<file path="src/rtl/serv_timer_wb.sv">
// serv_timer_wb: Wishbone-style responder holding a 64-bit mtime counter, mtimecmp and prescaler for SERV.
// Build option SERV_TIMER_SNAPSHOT_EN: mtime[31:0] reads latch mtime[63:32] into a shadow returned at index 1.
module serv_timer_wb #(
  parameter int PRESCALE_W = 16,
  parameter int RESET_DIV  = 0
) (
  input  logic        clk,
  input  logic        i_rst,
  input  logic [4:0]  i_wb_adr,
  input  logic [31:0] i_wb_dat,
  input  logic [3:0]  i_wb_sel,
  input  logic        i_wb_we,
  input  logic        i_wb_cyc,
  output logic [31:0] o_wb_rdt,
  output logic        o_wb_ack,
  output logic        o_timer_irq
);

  localparam logic [2:0] REG_MTIME_LO = 3'd0;
  localparam logic [2:0] REG_MTIME_HI = 3'd1;
  localparam logic [2:0] REG_CMP_LO   = 3'd2;
  localparam logic [2:0] REG_CMP_HI   = 3'd3;
  localparam logic [2:0] REG_CTRL     = 3'd4;

  logic [63:0]           mtime;
  logic [63:0]           mtimecmp;
  logic [63:0]           mtime_nxt;
  logic [PRESCALE_W-1:0] div;
  logic [PRESCALE_W-1:0] cnt;
  logic                  irq_en;

  logic [2:0]  idx;
  logic        req;
  logic        wr;
  logic        rd;
  logic        tick;
  logic [31:0] ctrl_word;
  logic [31:0] ctrl_wr;
  logic [31:0] mtime_hi_rd;
  logic [31:0] rd_word;

  function automatic logic [31:0] merge_bytes(input logic [31:0] old_val,
                                              input logic [31:0] new_val,
                                              input logic [3:0]  sel);
    logic [31:0] res;
    res = old_val;
    for (int i = 0; i < 4; i++) begin
      if (sel[i]) res[8*i +: 8] = new_val[8*i +: 8];
    end
    return res;
  endfunction

  // A request is a cyc seen while not already acking; sel=0 writes ack but touch nothing.
  assign idx  = i_wb_adr[4:2];
  assign req  = i_wb_cyc & ~o_wb_ack;
  assign wr   = req & i_wb_we & (|i_wb_sel);
  assign rd   = req & ~i_wb_we;
  assign tick = (cnt == div);

  // NOTE: every always_comb output gets a default before any conditional update, so no latch is inferred.
  always_comb begin
    ctrl_word                 = '0;
    ctrl_word[PRESCALE_W-1:0] = div;
    ctrl_word[31]             = irq_en;
  end

  assign ctrl_wr = merge_bytes(ctrl_word, i_wb_dat, i_wb_sel);

`ifdef SERV_TIMER_SNAPSHOT_EN
  logic [31:0] mtime_hi_shadow;

  always_ff @(posedge clk) begin
    if (i_rst) begin
      mtime_hi_shadow <= '0;
    end else if (rd && idx == REG_MTIME_LO) begin
      mtime_hi_shadow <= mtime[63:32];
    end
  end

  assign mtime_hi_rd = mtime_hi_shadow;
`else
  assign mtime_hi_rd = mtime[63:32];
`endif

  always_comb begin
    rd_word = '0;
    case (idx)
      REG_MTIME_LO: rd_word = mtime[31:0];
      REG_MTIME_HI: rd_word = mtime_hi_rd;
      REG_CMP_LO:   rd_word = mtimecmp[31:0];
      REG_CMP_HI:   rd_word = mtimecmp[63:32];
      REG_CTRL:     rd_word = ctrl_word;
      default:      rd_word = '0;
    endcase
  end

  // A software write to either mtime half replaces that cycle's tick; the other half holds.
  always_comb begin
    mtime_nxt = tick ? mtime + 64'd1 : mtime;
    if (wr && idx == REG_MTIME_LO) begin
      mtime_nxt = {mtime[63:32], merge_bytes(mtime[31:0], i_wb_dat, i_wb_sel)};
    end
    if (wr && idx == REG_MTIME_HI) begin
      mtime_nxt = {merge_bytes(mtime[63:32], i_wb_dat, i_wb_sel), mtime[31:0]};
    end
  end

  // NOTE: sequential state uses non-blocking assignments so every flop samples pre-edge values.
  always_ff @(posedge clk) begin
    if (i_rst) begin
      o_wb_ack    <= 1'b0;
      o_wb_rdt    <= '0;
      o_timer_irq <= 1'b0;
      mtime       <= '0;
      mtimecmp    <= '1;
      div         <= PRESCALE_W'(RESET_DIV);
      cnt         <= '0;
      irq_en      <= 1'b0;
    end else begin
      o_wb_ack    <= req;
      o_wb_rdt    <= rd ? rd_word : '0;
      o_timer_irq <= irq_en & (mtime >= mtimecmp);
      mtime       <= mtime_nxt;
      cnt         <= tick ? '0 : cnt + PRESCALE_W'(1);
      if (wr) begin
        case (idx)
          REG_CMP_LO: mtimecmp[31:0]  <= merge_bytes(mtimecmp[31:0], i_wb_dat, i_wb_sel);
          REG_CMP_HI: mtimecmp[63:32] <= merge_bytes(mtimecmp[63:32], i_wb_dat, i_wb_sel);
          REG_CTRL: begin
            div    <= ctrl_wr[PRESCALE_W-1:0];
            irq_en <= ctrl_wr[31];
            cnt    <= '0;
          end
          default: ;
        endcase
      end
    end
  end

endmodule

</file>
<file path="config.mk">
export PLATFORM = sky130hd
export DESIGN_NAME = serv_timer_wb
export DESIGN_NICKNAME = d
export VERILOG_FILES = /design/src/rtl/serv_timer_wb.sv
export SDC_FILE = /design/constraint.sdc
export NUM_CORES = 1
export LEC_CHECK = 0
export ABC_AREA = 1
export BUFFER_PORTS_ARGS = -buffer_cell sky130_fd_sc_hd__buf_4
export CAP_MARGIN = 40
export CELL_PAD_IN_SITES_DETAIL_PLACEMENT = 1
export CELL_PAD_IN_SITES_GLOBAL_PLACEMENT = 2
export CORE_MARGIN = 1
export CORE_UTILIZATION = 34
export CTS_CLUSTER_SIZE = 12
export DETAILED_ROUTE_END_ITERATION = 12
export PLACE_DENSITY_LB_ADDON = 0.1
export SYNTH_ARGS = -nofsm -noshare
export SYNTH_HDL_FRONTEND = slang
export SYNTH_SLANG_ARGS = --single-unit
</file>
<file path="constraint.sdc">
create_clock -name clk -period 2.75 [get_ports clk]
set_clock_uncertainty 0.1 [all_clocks]
set_input_delay 0.55 -clock clk [delete_from_list [all_inputs] [get_ports clk]]
set_output_delay 0.55 -clock clk [all_outputs]
set_load 0.05 [all_outputs]
</file>
# == Yosys cells after proc, flatten, opt, wreduce, memory -nomap -nowiden ==
# Index checks and enable logic that the tools add are counted.
# totals
output_inout_bits,34
input_bits,45
wordCells,86
reg_bits,195
# classes
bitwise_logic,9
add_sub_neg,2
mux,11
n_reduce_logical,26
n_eq_ne,14
n_lt_le_gt_ge,1
# ops
operator,count
two-way mux 64 bit,3
case mux 32 bit (5 select lines),1
"adder 64 x 1 -> 64 bit, second input constant",1
greater-or-equal comparator 64 bit,1
AND reduction 3 bit,19
two-way mux 16 bit,3
two-way mux 8 bit,4
"adder 16 x 1 -> 16 bit, second input constant",1
equality test 16 bit,1
"inequality test 2 bit, second input constant",8
"equality test 3 x 2 -> 1 bit, second input constant",2
AND 1 bit,5
inverter 1 bit,4
nonzero test 2 bit,2
OR reduction 4 bit,1
"equality test 3 x 1 -> 1 bit, second input constant",1
"equality test 3 bit, second input constant",1
logical NOT 3 bit,1
logical AND 1 bit,2
"inequality test 2 x 1 -> 1 bit, second input constant",1
OR reduction 2 bit,1

# == Depth between registers and ports, before layout ==
# depth
ltp_word,7
mapped_depth,13
ltp_nobuf,12

# == Least setup slack after synthesis ==
# OpenSTA, ideal clock, no wires.
# synth_path
kind,reg-to-reg
start,register o_wb_ack
end,register mtime[51]
required_time_ns,2.532
synth_period_minus_slack_ns,2.052
slack_ns,0.698
setup_ns,0.118
stages_incl_launch_ff,12
arrival_time_ns,1.834
n_path_buf,2
cell_sequence,dfxtp_1 inv_1 nand2_1 nor2_1 nand2_2 inv_1 o21ai_2 nand3_1 buf_2 buf_2 a21oi_1 a21oi_1
# synth_between
elab_chain_len,7
elab_cells_between_ends,11
cone_classes,2 x eq/ne; 1 x mux; 4 x bitwise; 4 x reduce/logical
# synth_lines
item,line_no,rtl
start: declaration,15,"output logic o_wb_ack,"
start signal: assignment,120,o_wb_ack <= req;
inverter 1 bit *,55,assign req = i_wb_cyc & ~o_wb_ack;
AND 1 bit *,55,
AND 1 bit * (2 in a row),56,assign wr = req & i_wb_we & (|i_wb_sel);
logical AND 1 bit (on tied branches),"103, 100",
"inequality test 2 bit (no line), or another cell as far along",n/a,
AND reduction 3 bit (no line),n/a,
end signal: assignment,123,mtime <= mtime_nxt;
end: declaration,25,logic [63:0] mtime;
# Mark *: on every way between the ends. The rest lies on a longest branch, timed or not.
# A chain may end at the register's enable or synchronous reset.

# == Worst setup path after layout ==
# layout_path
start,register cnt[4]
end,register mtime[9]
# layout_between
elab_chain_len,3
# layout_lines
item,line_no,rtl
start: declaration,29,logic [PRESCALE_W-1:0] cnt;
start signal: assignment,124,cnt <= tick ? '0 : cnt + PRESCALE_W'(1);
equality test 16 bit,58,assign tick = (cnt == div);
nonzero test 2 bit (no line),n/a,
AND reduction 3 bit (no line),n/a,
# Every way passes these cells.

==> impl_metrics.tcl <==
set metrics [dict create \
    outcome "complete, no violations" \
    fmax_mhz 398.5 \
    postSynthAreaPerCell_um2 6.207 \
    critPathRequiredTime_ps 2990 \
    fp.dieH_um 194.1 \
    hp-class "input port to register" \
    async_flop_share_pct 0 \
    synth_area_mm2 0.01255 \
    maxCapViolCount 0 \
    yosys.area.top_type_share_pct 31.10 \
    min_period_ps 2509 \
    drt-pass1-iter-count 5 \
    rsz0062_at_grt "no" \
    cts-buffers-inserted 17 \
    fin_crit_sh_pct 91.25 \
    ys_warn_count 0 \
    grt_overflow 0 \
    peakVddDrop_mv 0.4278 \
    netlist_instances 2022 \
    vias 14249 \
    synthesis.nets 2133 \
    cts.path.max_buffers 2 \
    start_kind "register" \
    grt_antenna_before_repair 0 \
    routed_wl_mm 58.97 \
    crit_path_end_kind "register" \
    hpwl_mm 47.17 \
    clockRootBuffer "clkbuf_16" \
    synth_edf_count 0 \
    fin_ws_ps 240.6 \
    slew_headroom_pct 52.53 \
    ys_types 43 \
    setup_viol 0 \
    viasPerCell 5.403 \
    arrival_ps 2750 \
    clk_pin_slew_worst_paths_ps 80 \
    leakagePower_nw 6.915 \
    row_count 70 \
    finalWeightedCongestion 0.9856 \
    cts_setup_buffers 0 \
    die-area_mm2 0.03769 \
    crit_slowest_cell "dfxtp_1" \
    num_io_pins 79 \
    start_util_pct 34.45 \
    wire_per_inst_um 22.36 \
    drt_iter0_drc 875 \
    drive_gt1_share_pct 11.16 \
    nets 2269 \
    crit_chain "inv_1 > nand2_1 > nand2_1 > nor2_1 > nand2_1 > nor2_1 > nand2_1 > nand2_2 > buf_4 > nand2_1 > nand2_1 > a21oi_1" \
    netlist_top_cells_area "dfxtp_1 (31%), nand2_1 (15%), nor2_1 (8.9%)" \
    tightestPinTransition_ps 709.4 \
    cts_tree "done" \
    clkLatencyLatePin_ps 470 \
    post-place-ws_ps 190.9 \
    drtAntennaViolNets 0 \
    cts.sinks 195 \
    route.detailed.drc 0 \
    maxSlewViolCount 0 \
    grtUsageTotal_pct 31.54 \
    crit_fanout 14 \
    grt_pass1_vias 14491 \
    cts_resized 0 \
    ys_seq_area_share_pct 31.10 \
    die_w_um 194.1 \
    path_class "register to register" \
    grt_pass1_wl_mm 88.67 \
    n_antenna_cell 0 \
    whs_ps 230.8 \
    synth_top_area_cell "dfxtp_1" \
    grt_max_degree 60 \
    hold_viol 0 \
    cts_hold_buf 0 \
    fin_tns_setup_ps 0 \
    syn2layout_area_growth_pct 18.09 \
    max_stage_delay_ps 410 \
    crit_path_frequent_cell "nand2_1" \
    core_mm2 0.03643 \
    powerDensity_mw_per_mm2 547.1 \
    cts.htree.levels 4 \
    portBuffers 76 \
    synth_flop_cell "dfxtp_1" \
    synth_seq_cells 195 \
]
report_power, final:
part           total, mW  internal [mW]  switching, mW  leakage, nW
registers           3.38           3.05          0.327         1.59
logic               2.25          0.787           1.46         5.08
clock network       2.48           1.26           1.22        0.252
total               8.11           5.10           3.01         6.92
cell usage after synthesis (8+ instances only):
master / count
a211oi_1: 13
nand4_1: 26
nand3b_1: 15
dfxtp_1: 195
a21boi_0: 8
o22ai_1: 45
inv_1: 242
nor2_1: 297
nor3_1: 26
a21oi_1: 181
buf_2: 23
a221oi_1: 15
clkbuf_1: 38
nand2_1: 513
ha_1: 66
o21ai_0: 134
nand3_1: 124
logic make-up (layout without fill, tap and decap cells):
kind of cell             count (synthesis)  after routing  share of synthesized area [%]
flip-flops                             195            195                          31.10
AO/OA/AOI/OAI                          414            414                          18.17
AND/OR/NAND/NOR                       1023           1023                          33.85
XOR/XNOR                                 6              6                         0.4187
adder cells (fa/ha/maj)                 66             66                          6.580
buffers and inverters                  318            465                          9.879
cells in the final DEF (no fill, tap or decap), types with 6 or more instances in the layout:
| cell | instances |
|---|---|
| nand2_1 | 513 |
| nor2_1 | 297 |
| inv_1 | 241 |
| dfxtp_1 | 195 |
| buf_4 | 183 |
| a21oi_1 | 181 |
| o21ai_0 | 134 |
| nand3_1 | 123 |
| ha_1 | 66 |
| o22ai_1 | 45 |
| nand4_1 | 26 |
| nor3_1 | 23 |
| clkbuf_16 | 17 |
| nand3b_1 | 15 |
| a221oi_1 | 15 |
| a211oi_1 | 13 |
| a21boi_0 | 8 |
| inv_2 | 6 |
final cells by class:
class | count | area [µm²]
Fill cell | 4855 | 21610
Multi-Input combinational cell | 1509 | 7427
Sequential cell | 195 | 3904
Timing Repair Buffer | 186 | 1434
Inverter | 249 | 937.1
Tap cell | 468 | 585.6
Clock buffer | 22 | 454.2
Clock inverter | 8 | 80.08
metrics by stage:
| stage | util, % | instance area (µm²) | cells | total power [mW] |
|---|---|---|---|---|
| after floorplan | - | 12550 | 2022 | 4.651 |
| after global placement | 39.19 | 14280 | 2606 | 5.587 |
| after global routing | 40.68 | 14820 | 2637 | 8.529 |
| after CTS | 40.68 | 14820 | 2637 | 8.145 |
| after detailed placement | 39.21 | 14290 | 2607 | 5.650 |
| final | 40.68 | 14820 | 2637 | 8.109 |
critical path: cells and delay by family, from the launching register on:
family	cells	cell delay, ps
and+or+nand+nor	9	1430
AOI/OAI and AO/OA	1	70
DFF	1	410
buffers and inverters	2	380
layer usage:
layer	GRT usage, %	vias up	share of wire, %
met5	0	-	0
met4	11.70	0	3.4
met3	3.983	92	3.7
met2	54.89	320	48
met1	39.65	6945	45
li1	-	6892	-
state kept, by name, summed over array words and instances (netlist names):
| register | flops |
|---|---|
| o_timer_irq | 1 |
| div | 16 |
| irq_en | 1 |
| cnt | 16 |
| mtime | 64 |
| o_wb_ack | 1 |
| mtimecmp | 64 |
| o_wb_rdt | 32 |
worst paths after layout:
kind | from | endpoint | slack [ps] | cells past startpoint
max | cnt[4] | mtime[9] | 240 | 12
min | i_wb_dat[16] | mtimecmp[48] | 230 | 3
max reg2reg | cnt[4] | mtime[9] | 240 | 12
min reg2reg | irq_en | irq_en | 380 | 2
Power figures use the tool's default switching activity.
